[src/rtl/mem_port_arbiter_if.sv]
// mem_port_arbiter_if
//   Bundles every non-clock signal of mem_port_arbiter: the MEM-stage request
//   and response, the debug/DMA request and response, and the data-memory port.
//   modport master : the arbiter's view (drives memory, stall/done, responses).
//   modport slave  : the surrounding pipeline / debug unit / memory view.
// Parameters: ADDR_W address width, DATA_W data width.
interface mem_port_arbiter_if #(
  parameter int ADDR_W = 32,
  parameter int DATA_W = 32
);
  // MEM stage
  logic              pipe_req_rd;
  logic              pipe_req_wr;
  logic              pipe_mop_en;
  logic [ADDR_W-1:0] pipe_addr;
  logic [ADDR_W-1:0] pipe_addr2;
  logic [DATA_W-1:0] pipe_wdata;
  logic [2:0]        pipe_func3;
  logic              pipe_stall;
  logic              pipe_done;
  logic [DATA_W-1:0] pipe_rdata;
  logic [DATA_W-1:0] pipe_rdata2;
  // debug / DMA
  logic              dbg_req;
  logic              dbg_we;
  logic [ADDR_W-1:0] dbg_addr;
  logic [DATA_W-1:0] dbg_wdata;
  logic              dbg_gnt;
  logic              dbg_done;
  logic [DATA_W-1:0] dbg_rdata;
  // memory port
  logic              mem_req;
  logic              mem_we;
  logic [ADDR_W-1:0] mem_addr;
  logic [DATA_W-1:0] mem_wdata;
  logic [2:0]        mem_func3;
  logic              mem_ready;
  logic [DATA_W-1:0] mem_rdata;
  logic              mem_err;

  modport master (
    input  pipe_req_rd, pipe_req_wr, pipe_mop_en, pipe_addr, pipe_addr2,
           pipe_wdata, pipe_func3,
    output pipe_stall, pipe_done, pipe_rdata, pipe_rdata2,
    input  dbg_req, dbg_we, dbg_addr, dbg_wdata,
    output dbg_gnt, dbg_done, dbg_rdata,
    output mem_req, mem_we, mem_addr, mem_wdata, mem_func3, mem_err,
    input  mem_ready, mem_rdata
  );

  modport slave (
    output pipe_req_rd, pipe_req_wr, pipe_mop_en, pipe_addr, pipe_addr2,
           pipe_wdata, pipe_func3,
    input  pipe_stall, pipe_done, pipe_rdata, pipe_rdata2,
    output dbg_req, dbg_we, dbg_addr, dbg_wdata,
    input  dbg_gnt, dbg_done, dbg_rdata,
    input  mem_req, mem_we, mem_addr, mem_wdata, mem_func3, mem_err,
    output mem_ready, mem_rdata
  );
endinterface

[src/rtl/mem_port_arbiter.sv]
// mem_port_arbiter
//   Shares the single data-memory port between the MEM stage and a debug/DMA
//   requester. The MEM stage may issue one access or a two-address op (mop,
//   addr then addr2, never split by debug). pipe_stall holds EX/MEM until the
//   pipe_done pulse. Debug normally loses to the pipe but wins once it has been
//   passed over STARVE_LIMIT times in a row.
// Ports: clk, rst (async, active low), bus (mem_port_arbiter_if.master).
// Optional: define MEM_TIMEOUT_EN to abort accesses that see TIMEOUT_CYC
//   consecutive wait cycles (read data forced to all ones, sticky mem_err).
module mem_port_arbiter #(
  parameter int ADDR_W       = 32,
  parameter int DATA_W       = 32,
  parameter int STARVE_LIMIT = 4,
  parameter int TIMEOUT_CYC  = 64
) (
  input logic               clk,
  input logic               rst,
  mem_port_arbiter_if.master bus
);
  if (STARVE_LIMIT < 1 || STARVE_LIMIT > 15) begin : g_bad_starve
    $error("mem_port_arbiter: STARVE_LIMIT must be in 1..15");
  end
  if (TIMEOUT_CYC < 1) begin : g_bad_timeout
    $error("mem_port_arbiter: TIMEOUT_CYC must be >= 1");
  end

  typedef enum logic [2:0] {IDLE, PIPE_A, PIPE_B, DBG, P_DONE, D_DONE} state_e;

  state_e            state_q;
  logic [ADDR_W-1:0] addr_q, addr2_q;
  logic [DATA_W-1:0] wdata_q;
  logic [2:0]        func3_q;
  logic              we_q, mop_q;
  logic              mem_req_q, pipe_done_q, dbg_gnt_q, dbg_done_q;
  logic [DATA_W-1:0] prd_q, prd2_q, drd_q;
  logic [3:0]        starve_q;

  logic              pipe_req, dbg_win, acc_end, acc_abort;
  logic [DATA_W-1:0] acc_data;

  assign pipe_req = bus.pipe_req_rd | bus.pipe_req_wr;
  assign dbg_win  = bus.dbg_req & (~pipe_req | (starve_q == 4'(STARVE_LIMIT)));

`ifdef MEM_TIMEOUT_EN
  localparam int TW = $clog2(TIMEOUT_CYC + 1);
  logic [TW-1:0] wait_q;
  logic          mem_err_q;

  // Counts consecutive wait cycles of the access currently on the port.
  assign acc_abort = mem_req_q & ~bus.mem_ready & (wait_q == TW'(TIMEOUT_CYC - 1));

  always_ff @(posedge clk or negedge rst) begin
    if (!rst) begin
      wait_q    <= '0;
      mem_err_q <= 1'b0;
    end else begin
      if (!mem_req_q || bus.mem_ready || acc_abort) wait_q <= '0;
      else                                          wait_q <= wait_q + 1'b1;
      if (acc_abort) mem_err_q <= 1'b1;
    end
  end
  assign bus.mem_err = mem_err_q;
`else
  assign acc_abort   = 1'b0;
  assign bus.mem_err = 1'b0;
`endif

  assign acc_end  = (mem_req_q & bus.mem_ready) | acc_abort;
  assign acc_data = acc_abort ? {DATA_W{1'b1}} : bus.mem_rdata;

  always_ff @(posedge clk or negedge rst) begin
    if (!rst) begin
      state_q     <= IDLE;
      addr_q      <= '0;
      addr2_q     <= '0;
      wdata_q     <= '0;
      func3_q     <= '0;
      we_q        <= 1'b0;
      mop_q       <= 1'b0;
      mem_req_q   <= 1'b0;
      pipe_done_q <= 1'b0;
      dbg_gnt_q   <= 1'b0;
      dbg_done_q  <= 1'b0;
      prd_q       <= '0;
      prd2_q      <= '0;
      drd_q       <= '0;
      starve_q    <= '0;
    end else begin
      pipe_done_q <= 1'b0;
      dbg_done_q  <= 1'b0;
      case (state_q)
        IDLE: begin
          if (dbg_win) begin
            state_q   <= DBG;
            mem_req_q <= 1'b1;
            dbg_gnt_q <= 1'b1;
            addr_q    <= bus.dbg_addr;
            wdata_q   <= bus.dbg_wdata;
            we_q      <= bus.dbg_we;
            func3_q   <= 3'b010;  // debug always moves whole words
            mop_q     <= 1'b0;
            starve_q  <= '0;
          end else if (pipe_req) begin
            state_q   <= PIPE_A;
            mem_req_q <= 1'b1;
            addr_q    <= bus.pipe_addr;
            addr2_q   <= bus.pipe_addr2;
            wdata_q   <= bus.pipe_wdata;
            we_q      <= bus.pipe_req_wr;  // store wins over load
            func3_q   <= bus.pipe_func3;
            mop_q     <= bus.pipe_mop_en;
            if (bus.dbg_req && starve_q != 4'(STARVE_LIMIT)) starve_q <= starve_q + 4'd1;
          end
        end
        PIPE_A: if (acc_end) begin
          if (!we_q) prd_q <= acc_data;
          if (mop_q) begin
            // second half reuses the live address register; mem_req stays up
            state_q <= PIPE_B;
            addr_q  <= addr2_q;
          end else begin
            state_q     <= P_DONE;
            mem_req_q   <= 1'b0;
            pipe_done_q <= 1'b1;
          end
        end
        PIPE_B: if (acc_end) begin
          if (!we_q) prd2_q <= acc_data;
          state_q     <= P_DONE;
          mem_req_q   <= 1'b0;
          pipe_done_q <= 1'b1;
        end
        DBG: if (acc_end) begin
          if (!we_q) drd_q <= acc_data;
          state_q    <= D_DONE;
          mem_req_q  <= 1'b0;
          dbg_gnt_q  <= 1'b0;
          dbg_done_q <= 1'b1;
        end
        P_DONE:  state_q <= IDLE;
        D_DONE:  state_q <= IDLE;
        default: state_q <= IDLE;
      endcase
    end
  end

  assign bus.pipe_stall  = pipe_req & ~pipe_done_q;
  assign bus.pipe_done   = pipe_done_q;
  assign bus.pipe_rdata  = prd_q;
  assign bus.pipe_rdata2 = prd2_q;
  assign bus.dbg_gnt     = dbg_gnt_q;
  assign bus.dbg_done    = dbg_done_q;
  assign bus.dbg_rdata   = drd_q;
  assign bus.mem_req     = mem_req_q;
  assign bus.mem_we      = we_q;
  assign bus.mem_addr    = addr_q;
  assign bus.mem_wdata   = wdata_q;
  assign bus.mem_func3   = func3_q;
endmodule

[src/flat_wrapper.sv]
// flat-port wrapper written by rule: the top's interface ports become plain ports
module mem_port_arbiter_flat 
#(
  parameter int ADDR_W       = 32,
  parameter int DATA_W       = 32,
  parameter int STARVE_LIMIT = 4,
  parameter int TIMEOUT_CYC  = 64
)
  (clk, rst, bus_pipe_req_rd, bus_pipe_req_wr, bus_pipe_mop_en, bus_pipe_addr, bus_pipe_addr2, bus_pipe_wdata, bus_pipe_func3, bus_pipe_stall, bus_pipe_done, bus_pipe_rdata, bus_pipe_rdata2, bus_dbg_req, bus_dbg_we, bus_dbg_addr, bus_dbg_wdata, bus_dbg_gnt, bus_dbg_done, bus_dbg_rdata, bus_mem_req, bus_mem_we, bus_mem_addr, bus_mem_wdata, bus_mem_func3, bus_mem_err, bus_mem_ready, bus_mem_rdata);
  mem_port_arbiter_if #(.ADDR_W(ADDR_W), .DATA_W(DATA_W)) bus_i ();
  input logic clk;
  input logic rst;
  input wire logic [$bits(bus_i.pipe_req_rd)-1:0] bus_pipe_req_rd;
  input wire logic [$bits(bus_i.pipe_req_wr)-1:0] bus_pipe_req_wr;
  input wire logic [$bits(bus_i.pipe_mop_en)-1:0] bus_pipe_mop_en;
  input wire logic [$bits(bus_i.pipe_addr)-1:0] bus_pipe_addr;
  input wire logic [$bits(bus_i.pipe_addr2)-1:0] bus_pipe_addr2;
  input wire logic [$bits(bus_i.pipe_wdata)-1:0] bus_pipe_wdata;
  input wire logic [$bits(bus_i.pipe_func3)-1:0] bus_pipe_func3;
  output wire logic [$bits(bus_i.pipe_stall)-1:0] bus_pipe_stall;
  output wire logic [$bits(bus_i.pipe_done)-1:0] bus_pipe_done;
  output wire logic [$bits(bus_i.pipe_rdata)-1:0] bus_pipe_rdata;
  output wire logic [$bits(bus_i.pipe_rdata2)-1:0] bus_pipe_rdata2;
  input wire logic [$bits(bus_i.dbg_req)-1:0] bus_dbg_req;
  input wire logic [$bits(bus_i.dbg_we)-1:0] bus_dbg_we;
  input wire logic [$bits(bus_i.dbg_addr)-1:0] bus_dbg_addr;
  input wire logic [$bits(bus_i.dbg_wdata)-1:0] bus_dbg_wdata;
  output wire logic [$bits(bus_i.dbg_gnt)-1:0] bus_dbg_gnt;
  output wire logic [$bits(bus_i.dbg_done)-1:0] bus_dbg_done;
  output wire logic [$bits(bus_i.dbg_rdata)-1:0] bus_dbg_rdata;
  output wire logic [$bits(bus_i.mem_req)-1:0] bus_mem_req;
  output wire logic [$bits(bus_i.mem_we)-1:0] bus_mem_we;
  output wire logic [$bits(bus_i.mem_addr)-1:0] bus_mem_addr;
  output wire logic [$bits(bus_i.mem_wdata)-1:0] bus_mem_wdata;
  output wire logic [$bits(bus_i.mem_func3)-1:0] bus_mem_func3;
  output wire logic [$bits(bus_i.mem_err)-1:0] bus_mem_err;
  input wire logic [$bits(bus_i.mem_ready)-1:0] bus_mem_ready;
  input wire logic [$bits(bus_i.mem_rdata)-1:0] bus_mem_rdata;
  assign bus_i.pipe_req_rd = bus_pipe_req_rd;
  assign bus_i.pipe_req_wr = bus_pipe_req_wr;
  assign bus_i.pipe_mop_en = bus_pipe_mop_en;
  assign bus_i.pipe_addr = bus_pipe_addr;
  assign bus_i.pipe_addr2 = bus_pipe_addr2;
  assign bus_i.pipe_wdata = bus_pipe_wdata;
  assign bus_i.pipe_func3 = bus_pipe_func3;
  assign bus_pipe_stall = bus_i.pipe_stall;
  assign bus_pipe_done = bus_i.pipe_done;
  assign bus_pipe_rdata = bus_i.pipe_rdata;
  assign bus_pipe_rdata2 = bus_i.pipe_rdata2;
  assign bus_i.dbg_req = bus_dbg_req;
  assign bus_i.dbg_we = bus_dbg_we;
  assign bus_i.dbg_addr = bus_dbg_addr;
  assign bus_i.dbg_wdata = bus_dbg_wdata;
  assign bus_dbg_gnt = bus_i.dbg_gnt;
  assign bus_dbg_done = bus_i.dbg_done;
  assign bus_dbg_rdata = bus_i.dbg_rdata;
  assign bus_mem_req = bus_i.mem_req;
  assign bus_mem_we = bus_i.mem_we;
  assign bus_mem_addr = bus_i.mem_addr;
  assign bus_mem_wdata = bus_i.mem_wdata;
  assign bus_mem_func3 = bus_i.mem_func3;
  assign bus_mem_err = bus_i.mem_err;
  assign bus_i.mem_ready = bus_mem_ready;
  assign bus_i.mem_rdata = bus_mem_rdata;
  mem_port_arbiter #(.ADDR_W(ADDR_W), .DATA_W(DATA_W), .STARVE_LIMIT(STARVE_LIMIT), .TIMEOUT_CYC(TIMEOUT_CYC)) u_core (.clk(clk), .rst(rst), .bus(bus_i));
endmodule
[config.mk]
export PLATFORM = sky130hd
export DESIGN_NAME = mem_port_arbiter_flat
export DESIGN_NICKNAME = d
export VERILOG_FILES = /design/src/rtl/mem_port_arbiter_if.sv /design/src/rtl/mem_port_arbiter.sv /design/src/flat_wrapper.sv
export SDC_FILE = /design/constraint.sdc
export NUM_CORES = 1
export LEC_CHECK = 0
export CELL_PAD_IN_SITES_DETAIL_PLACEMENT = 1
export CELL_PAD_IN_SITES_GLOBAL_PLACEMENT = 2
export CORE_MARGIN = 2
export CORE_UTILIZATION = 27
export CTS_CLUSTER_DIAMETER = 30
export DETAILED_ROUTE_END_ITERATION = 10
export GPL_TIMING_DRIVEN = 1
export PLACE_DENSITY = 0.89
export SETUP_SLACK_MARGIN = 0.5
export SLEW_MARGIN = 30
export SYNTH_ARGS = -nofsm -noshare
export SYNTH_HDL_FRONTEND = slang
export SYNTH_SLANG_ARGS = --single-unit
[constraint.sdc]
create_clock -name clk -period 2.3 [get_ports clk]
set_input_delay 0.345 -clock clk [delete_from_list [all_inputs] [get_ports clk]]
set_output_delay 0.345 -clock clk [all_outputs]
set_load 0.01 [all_outputs]
==> run summary, run 1 <==
After global routing, the most crowded layer is met2. Summing every instance area after synthesis gives 9190 um^2. For the met1 demand-to-capacity share in global routing, the log shows 23.6%.

After layout, the worst path uses 85.6% of the clock period. The clock-pin slew on the worst setup and hold paths was 0.05 ns; the net total in the final layout was 1,381. The type of the setup path with the least slack is flip-flop to flip-flop. Total I/O pin count: 373. Traced cell by cell, the critical path runs through inv_2 -> ha_4 -> and3b_2 -> buf_6 -> o21ai_4 -> buf_12 -> buf_12 -> buf_16 -> mux2i_4 -> a221oi_2. The run gives 0.57 ns as the source-to-sink clock delay at the later pin of the worst-skew pair. For the die footprint, the log shows 35,500 um^2.

The run gives 3 as the number of antenna violations at the first check in global routing. The core region is 33,500 um^2. For this design the static power due to leakage is 8.02 nW.

For the final database, setup skew stands at 0.0345 ns. Counting flops with a built-in enable in the synthesized netlist gives 0. The run gives 0.769 as the routability congestion estimate. The data arrival time of the critical path is 2.40 ns, and the required time at the worst-slack endpoint is 2.73 ns.

Once layout is complete, the utilization of the core stands at 51.1%. The maximum fanout count along the critical path is 6. The worst setup path is captured at a flip-flop. Derived from the worst setup path, the maximum achievable clock frequency is 0.508 GHz. Cell count after synthesis: 713.

Setup repair after global routing could not meet its margin everywhere. The number of global-route vias before repair is 8,708, and the total count of max-transition violations in the final report is 0. The cell sitting at the root of the clock tree is a sky130_fd_sc_hd__clkbuf_16. The floorplan has 67 rows. Number of vias per cell: 4.74. Number of clock sinks: 208. Most frequent cell on the critical path: sky130_fd_sc_hd__buf_12. The area growth from synthesis to layout is 86.4%. The run gives 3 as the clock tree buffer depth. For this run, the number of Yosys warnings is 0. The pre-antenna-repair detailed-routing pass consisted of 5 iterations.

The flow ran to the end, and the final reports show no timing, DRC or antenna violations. For the setup-violating endpoint count in the final report, the log shows 0. For this run, the leading register cell type out of synthesis is sky130_fd_sc_hd__dfrtp_1. The maximum level of the CTS H-tree was 2. In the routed design, unresolved DRC markers number 0. Port buffering added 371 buffers.

Counting both buffers and inverters, the worst setup path holds a total of 5. The floorplan step set the die width to 188 um. The count of nets left with antenna violations once routing finished came out at 0. IR analysis of the VDD net gives a maximum drop of 652 uV. The logs give 70 for the maximum number of pins on one net before global-route repair and 56.7% for the sequential fraction of the synthesis area. The shortest period the worst path allows came out at 1.97 ns.

The path type of the worst min-delay path was primary input to flip-flop. The first global-routing pass estimated 54,800 um of wire. Detailed routing inserted a total of 7,921 vias. The max-cap violation count was 0; the final global-route overflow total was 0. Global routing consumed, on the met2 layer, 35.6% of the routing resources. The run gives 0 as the number of hold violations in the final report. The vertical extent of the die is 188 um.

Headroom to the max-slew limit came out at 61.3%. Wires add up to 39,300 um. Adding up every negative setup slack in the final design gives 0 ns.

The cell with the largest stage delay on the worst path was sky130_fd_sc_hd__dfrtp_1. In the final routed layout, each cell accounts on average for 23.5 um. The logs give 22,500 um for the HPWL after detailed placement and 47 for the number of unique standard cell types used by synthesis.

Cells with a size suffix above 1 make up 33.1% of the layout. Counting every net in the synthesized netlist gives 918. Combined global-route utilization of all metal layers: 20.2%. The detailed router finished its first iteration with 360 violations. For met3 alone, demand over resource in global routing was 4.94%. Counting the buffers created by CTS gives 57. After synthesis, the share of flip-flops with an asynchronous set or reset is 100%. In this run the mean area of a mapped cell was 12.9 um^2. Dividing total power by cell area gives a power density of 1410 nW/um^2.

The transition time at the pin with the least slew margin was 0.580 ns; the initial core utilization was 27.4%. TritonCTS built the clock tree. Counting flops and latches in the post-synthesis netlist gives 208.

Delay of the slowest cell on the worst path: 0.36 ns. The kind of cell with the highest combined delay along the critical path is buffers and inverters. STA classifies the critical path startpoint as a flip-flop.
==> metal layers <==
metal / up-vias / routed length [um]
met5: - / 13
met4: 2 / 1180
met3: 78 / 2350
met2: 322 / 20300
met1: 4025 / 15500
li1: 3494 / -
==> placed cells by master, fill, tap and decap left out, drive strengths merged, types with 2 or more instances in the layout <==
cell             n
dfrtp          208
mux2           129
diode            2
clkinv          13
dlygate4sd2    155
mux2i           32
nor3            39
nand2           73
clkbuf          86
buf             74
dlymetal6s2s    13
clkdlybuf4s50  202
a221oi          32
inv             37
nand4b           2
nor2            41
o21ai            5
a21oi            7
a22o             5
ha               2
clkinvlp         4
or3              2
a31oi           33
bufinv          10
==> final cells by class <==
cell class	instances	area, um^2
Multi-Input combinational cell	419	4300
Clock inverter	27	418
Tap cell	448	561
Clock buffer	78	1640
Timing Repair Buffer	453	4860
Fill cell	3370	16400
Inverter	37	139
Antenna cell	2	5.00
Sequential cell	208	5210
==> worst register-to-register path, cell delays in order (launching register included) <==
cell and delay, ns:
sky130_fd_sc_hd__dfrtp_1 0.36, sky130_fd_sc_hd__inv_2 0.06, sky130_fd_sc_hd__ha_4 0.15, sky130_fd_sc_hd__and3b_2 0.22
sky130_fd_sc_hd__buf_6 0.13, sky130_fd_sc_hd__o21ai_4 0.16, sky130_fd_sc_hd__buf_12 0.16, sky130_fd_sc_hd__buf_12 0.12
sky130_fd_sc_hd__buf_16 0.15, sky130_fd_sc_hd__mux2i_4 0.28, sky130_fd_sc_hd__a221oi_2 0.08
==> flip-flops by register name, summed over array words and instances, names as in the netlist <==
name / flops
u_core.bus.mem_we: 1
u_core.bus.dbg_done: 1
u_core.bus.pipe_done: 1
u_core.bus.dbg_rdata: 32
u_core.bus.dbg_gnt: 1
u_core.addr2_q: 32
u_core.bus.mem_addr: 32
u_core.bus.pipe_rdata2: 32
u_core.bus.pipe_rdata: 32
u_core.starve_q: 4
u_core.bus.mem_wdata: 32
u_core.bus.mem_req: 1
u_core.bus.mem_func3: 3
u_core.mop_q: 1
u_core.state_q: 3
==> cell families after synthesis <==
group | synth area share [%]
buf+inv | 4.85
other cells | 0.0408
mux | 20.5
fa+ha+maj | 0.272
flops | 56.7
simple gates | 8.58
compound gates | 9.07
==> where the power goes <==
part	total [mW]	internal [mW]	switching, mW
Sequential	6.45	5.36	1.10
Combinational	9.33	4.96	4.37
Clock	8.42	6.02	2.39
Total	24.2	16.3	7.86
==> cells in the mapped netlist, types with 2 or more instances <==
master / n / area [um^2]
sky130_fd_sc_hd__o21ai_0: 4 / 20.0
sky130_fd_sc_hd__a221oi_1: 4 / 35.0
sky130_fd_sc_hd__dfrtp_1: 208 / 5200
sky130_fd_sc_hd__buf_4: 7 / 52.6
sky130_fd_sc_hd__mux2i_1: 32 / 320
sky130_fd_sc_hd__mux2_2: 94 / 1060
sky130_fd_sc_hd__buf_6: 8 / 90.1
sky130_fd_sc_hd__nand2_1: 72 / 270
sky130_fd_sc_hd__a21oi_1: 7 / 35.0
sky130_fd_sc_hd__clkbuf_4: 2 / 15.0
sky130_fd_sc_hd__buf_2: 23 / 115
sky130_fd_sc_hd__a31oi_1: 33 / 206
sky130_fd_sc_hd__mux2_4: 30 / 450
sky130_fd_sc_hd__nor2_1: 40 / 150
sky130_fd_sc_hd__inv_1: 37 / 139
sky130_fd_sc_hd__nor3_1: 36 / 180
sky130_fd_sc_hd__clkbuf_1: 9 / 33.8
sky130_fd_sc_hd__mux2_1: 5 / 56.3
sky130_fd_sc_hd__a221oi_2: 28 / 420
sky130_fd_sc_hd__nor3_4: 2 / 32.5
sky130_fd_sc_hd__a22o_1: 5 / 43.8
sky130_fd_sc_hd__ha_1: 2 / 25.0
==> through the flow <==
step	hold slack [ns]	setup WS [ns]	std cells	area, um^2	total power [mW]
after global routing	0.350	0.265	1672	17100	25.3
after floorplan	0.0494	0.504	713	9200	10.5
after global placement	0.359	0.0910	1510	13500	14.6
after CTS	0.326	0.313	1654	16300	23.5
after detailed placement	0.359	0.0360	1510	13500	14.9
final	0.354	0.331	1672	17100	24.2
==> path summary, 6_finish.rpt <==
path / slack [ns] / start / cells after the start / to
max in group asynchronous: 1.19 / rst / 3 / u_core.state_q[1]
max: 0.33 / u_core.starve_q[0] / 10 / u_core.bus.mem_addr[5]
max reg2reg: 0.33 / u_core.starve_q[0] / 10 / u_core.bus.mem_addr[5]
min: 0.35 / bus_dbg_wdata[1] / 3 / u_core.bus.mem_wdata[1]
min reg2reg: 0.49 / u_core.bus.pipe_rdata[22] / 1 / u_core.bus.pipe_rdata[22]
min in group asynchronous: 0.36 / rst / 2 / u_core.bus.pipe_rdata2[15]
==> timing repair <==
item / CTS / global route
resized for setup: 244 / 138
buffers inserted: 28 / 7
setup endpoints to repair: 319 / 211
cloned: 10 / 9
endpoints found under the hold margin: 63 / 0
hold buffers: 1 / 0
pin swaps: 7 / 46
(Power assumes the default switching activity.)
==> run 2: changes to the inputs <==
--- a/config.mk
+++ b/config.mk
@@ -7,7 +7,6 @@
 export LEC_CHECK = 0
 export CELL_PAD_IN_SITES_DETAIL_PLACEMENT = 1
 export CELL_PAD_IN_SITES_GLOBAL_PLACEMENT = 2
-export CORE_MARGIN = 2
 export CORE_UTILIZATION = 27
 export CTS_CLUSTER_DIAMETER = 30
 export DETAILED_ROUTE_END_ITERATION = 10
==> constraint.sdc (replaced) <==
create_clock -name clk -period 2 [get_ports clk]
set_input_delay 0.3 -clock clk [delete_from_list [all_inputs] [get_ports clk]]
set_output_delay 0.3 -clock clk [all_outputs]
set_load 0.01 [all_outputs]
==> run summary, run 2 (synthesis results as in run 1) <==
The run gives 14,000 um^2 (+3.3%) as the area after detailed placement. The combined global-route utilization of all metal layers came out at 21.7% (+1.5 points). The transition time at the pin with the least slew margin works out to 0.585 ns (+0.00468 ns). Type of the setup path with the least slack: flip-flop to flip-flop.

The kind of launch point of the worst setup path was a flip-flop. The tools report the worst flop-to-flop path startpoint as u_core.starve_q[0]. The number of vias per cell was 4.76 (+0.51%); the total count of max-transition violations in the final report was 0 (unchanged).

The tools report the origin of the worst min-delay path as bus_pipe_req_wr. In the layout the commonest cells are 204 x sky130_fd_sc_hd__dfrtp_1, 200 x sky130_fd_sc_hd__clkdlybuf4s50_1, 122 x sky130_fd_sc_hd__mux2_4, 87 x sky130_fd_sc_hd__buf_2, 63 x sky130_fd_sc_hd__buf_4. The final global-route overflow total was 0 (unchanged). The number of buffers inserted during clock tree synthesis was 55 (-3.5%); the number of hold violations in the final report was 0 (unchanged).

The minimum setup slack among reg-to-reg paths is 0.004 ns (-0.33 ns), and the worst vdd rail ir drop is 758 uV (+16%). The number of antenna violations at the first check in global routing was 2 (-1). Power density over the cells: 1610 nW/um^2 (+14%). The share of layout cells above drive strength 1 is 49.8% (+17 points), and the number of non-filler instances in the completed layout is 1,716 (+2.6%). Setup repair after global routing could not meet its margin everywhere. The tools report the routability congestion estimate as 0.752 (-2.2%).

The type of destination of the critical path is a flip-flop. Fraction of the cycle the final worst path needs: 99.8% (+14 points). For hold timing, the worst endpoint is u_core.bus.mem_we.

The shortest period the worst path allows is 2.00 ns (+0.0272 ns). The tightest min-delay check is of the primary input to flip-flop type. The required time at the worst-slack endpoint was 2.42 ns (-0.31 ns). TritonCTS built the clock tree.

For the maximum level of the CTS H-tree, the log shows 2 (unchanged). For the total I/O pin count, the log shows 373 (unchanged). Number of cells traversed by the worst register-to-register path: 10 (unchanged).

For the number of global-route vias before repair, the log shows 9,238 (+6.1%). For the initial core utilization, the log shows 27.4% (unchanged). The clock tree buffer depth was 3 (unchanged); the count of buffers from port buffering was 371 (unchanged). The tools report the CTS root buffer as sky130_fd_sc_hd__clkbuf_16.

The run finished with clean final reports. Maximum fanout count along the critical path: 6 (unchanged). Final instance area: 18,100 um^2 (+5.8%).

The data arrival time of the critical path came out at 2.41 ns (about the same). The first-pass GRT wire length was 58,000 um (+5.7%); the hold-critical path depth was 3 (unchanged). The detailed-route via count is 8,171 (+3.2%).

The vertical extent of the die is 186 um (-1.1%). The die footprint came out at 34,800 um^2 (-2.1%). The tools report the first-pass iteration count of the detailed router as 4 (-1). The number of clock sinks is 208 (unchanged), and the HPWL after detailed placement is 22,200 um (-1.5%). For the setup-violating endpoint count in the final report, the log shows 0 (unchanged). The tools report the worst setup skew after layout as 0.0218 ns (-0.0126 ns).

The maximum achievable frequency came out at 0.501 GHz (-1.4%). The run gives 0.56 ns (about the same) as the source-to-sink clock delay at the later pin of the worst-skew pair. Maximum number of pins on one net before global-route repair: 60 (-14%). Compared with the post-synthesis result, the final layout area differs by 97.3%.

The logs give 0 (unchanged) for the max-cap violation count and 1,428 (+3.4%) for the net total in the final layout. The worst slew slack as a fraction of its limit is 61.0% (-0.31 points), and the final routed wirelength across all metal layers is 40,400 um (+2.9%). The number of instances in the placed design is 1,538 (+1.9%).

Capture point of the worst reg-to-reg path: u_core.bus.mem_addr[29]. The average wire per standard cell is 23.6 um (+0.22%). The overall die width came out at 186 um (-1.1%). The number of nets with antenna violations after routing was 0 (unchanged). Number of placement rows: 67 (unchanged). Clock-pin slew on the worst setup and hold paths: 0.04 ns (about the same). The run gives 322 (-11%) as the iteration-0 DRC count of the detailed router. The run gives 8.75 nW (+9.2%) as the total leakage power. The detailed-route DRC error count is 0 (unchanged). The core area is 33,500 um^2 (unchanged). The library cell used most frequently in the layout, excluding fill and tap cells, is sky130_fd_sc_hd__dfrtp_1.
[run 2: cell types whose count changed in the layout (fill, tap and decap cells not counted), moves of 5 or more]
| cell | change |
|---|---|
| sky130_fd_sc_hd__mux2_4 | +20 |
| sky130_fd_sc_hd__buf_12 | +9 |
| sky130_fd_sc_hd__dlygate4sd2_1 | -154 |
| sky130_fd_sc_hd__a31oi_1 | -15 |
| sky130_fd_sc_hd__mux2_2 | -17 |
| sky130_fd_sc_hd__buf_4 | +41 |
| sky130_fd_sc_hd__nand2_4 | +30 |
| sky130_fd_sc_hd__buf_2 | +87 |
| sky130_fd_sc_hd__nand2_1 | -39 |
| sky130_fd_sc_hd__dlymetal6s2s_1 | +49 |
| sky130_fd_sc_hd__a31oi_4 | +14 |
| sky130_fd_sc_hd__clkdlybuf4s15_2 | +17 |
| sky130_fd_sc_hd__nand2_2 | +9 |
| sky130_fd_sc_hd__mux2i_1 | -5 |
[run 2: worst max-delay path by stage]
stage	endpoint	slack [ns]	from
2_1_floorplan	u_core.addr2_q[0]	0.21	u_core.starve_q[0]
3_3_place_gp	u_core.addr2_q[10]	-0.26	bus_pipe_req_wr
3_5_place_dp	u_core.addr2_q[23]	-0.26	bus_pipe_req_wr
4_1_cts	u_core.bus.mem_addr[29]	0.06	u_core.starve_q[0]
5_1_grt	u_core.bus.mem_addr[29]	-0.04	u_core.starve_q[1]
6_report	u_core.bus.mem_addr[29]	0.004	u_core.starve_q[0]
[run 2: report_power, final]
part	leakage, nW	internal, mW	switching, mW
Clock	0.981	6.85	2.71
Sequential	2.52	6.16	1.24
Combinational	5.25	6.63	5.53
Total	8.75	19.6	9.47
[run 2: critical path, cell delays in order (launching register included)]
cell,delay (ns)
sky130_fd_sc_hd__dfrtp_1,0.35
sky130_fd_sc_hd__inv_2,0.06
sky130_fd_sc_hd__ha_4,0.16
sky130_fd_sc_hd__and3b_2,0.21
sky130_fd_sc_hd__buf_6,0.13
sky130_fd_sc_hd__o21ai_4,0.15
sky130_fd_sc_hd__buf_12,0.18
sky130_fd_sc_hd__buf_12,0.17
sky130_fd_sc_hd__mux2i_4,0.28
sky130_fd_sc_hd__buf_6,0.13
sky130_fd_sc_hd__a221oi_2,0.05
[run 2: cell type report]
cell class	count	area [um^2]
Antenna cell	2	5.00
Clock buffer	70	1520
Clock inverter	30	480
Fill cell	3292	15400
Inverter	37	139
Multi-Input combinational cell	420	4930
Sequential cell	208	5210
Tap cell	448	561
Timing Repair Buffer	501	5270
[run 2: metal layers]
layer	GRT usage (%)	wire length (um)
met1	24.7	15400
met2	39.6	21200
met3	6.15	2720
met4	5.86	1080
met5	0	13
[run 2: repair_timing]
item | CTS | global route
setup buffers | 37 | 16
endpoints found under the setup margin | 372 | 303
gates cloned | 15 | 7
gates resized for setup | 509 | 271
endpoints found under the hold margin | 51 | 0
hold buffers | 1 | 0
pin swaps | 29 | 61
[run 2: through the flow]
stage               setup WS [ns]  TNS (ns)  util, %  total power, mW  hold slack, ns
floorplan                   0.209         0        -             12.6         0.00441
global placement           -0.256    -25.33     41.7             17.3           0.347
detailed placement         -0.264    -30.02     41.7             17.8           0.352
CTS                        0.0593         0     50.8             28.4           0.192
global route              -0.0419    -0.265     54.0             30.4           0.240
finish                    0.00422         0     54.0             29.1           0.233
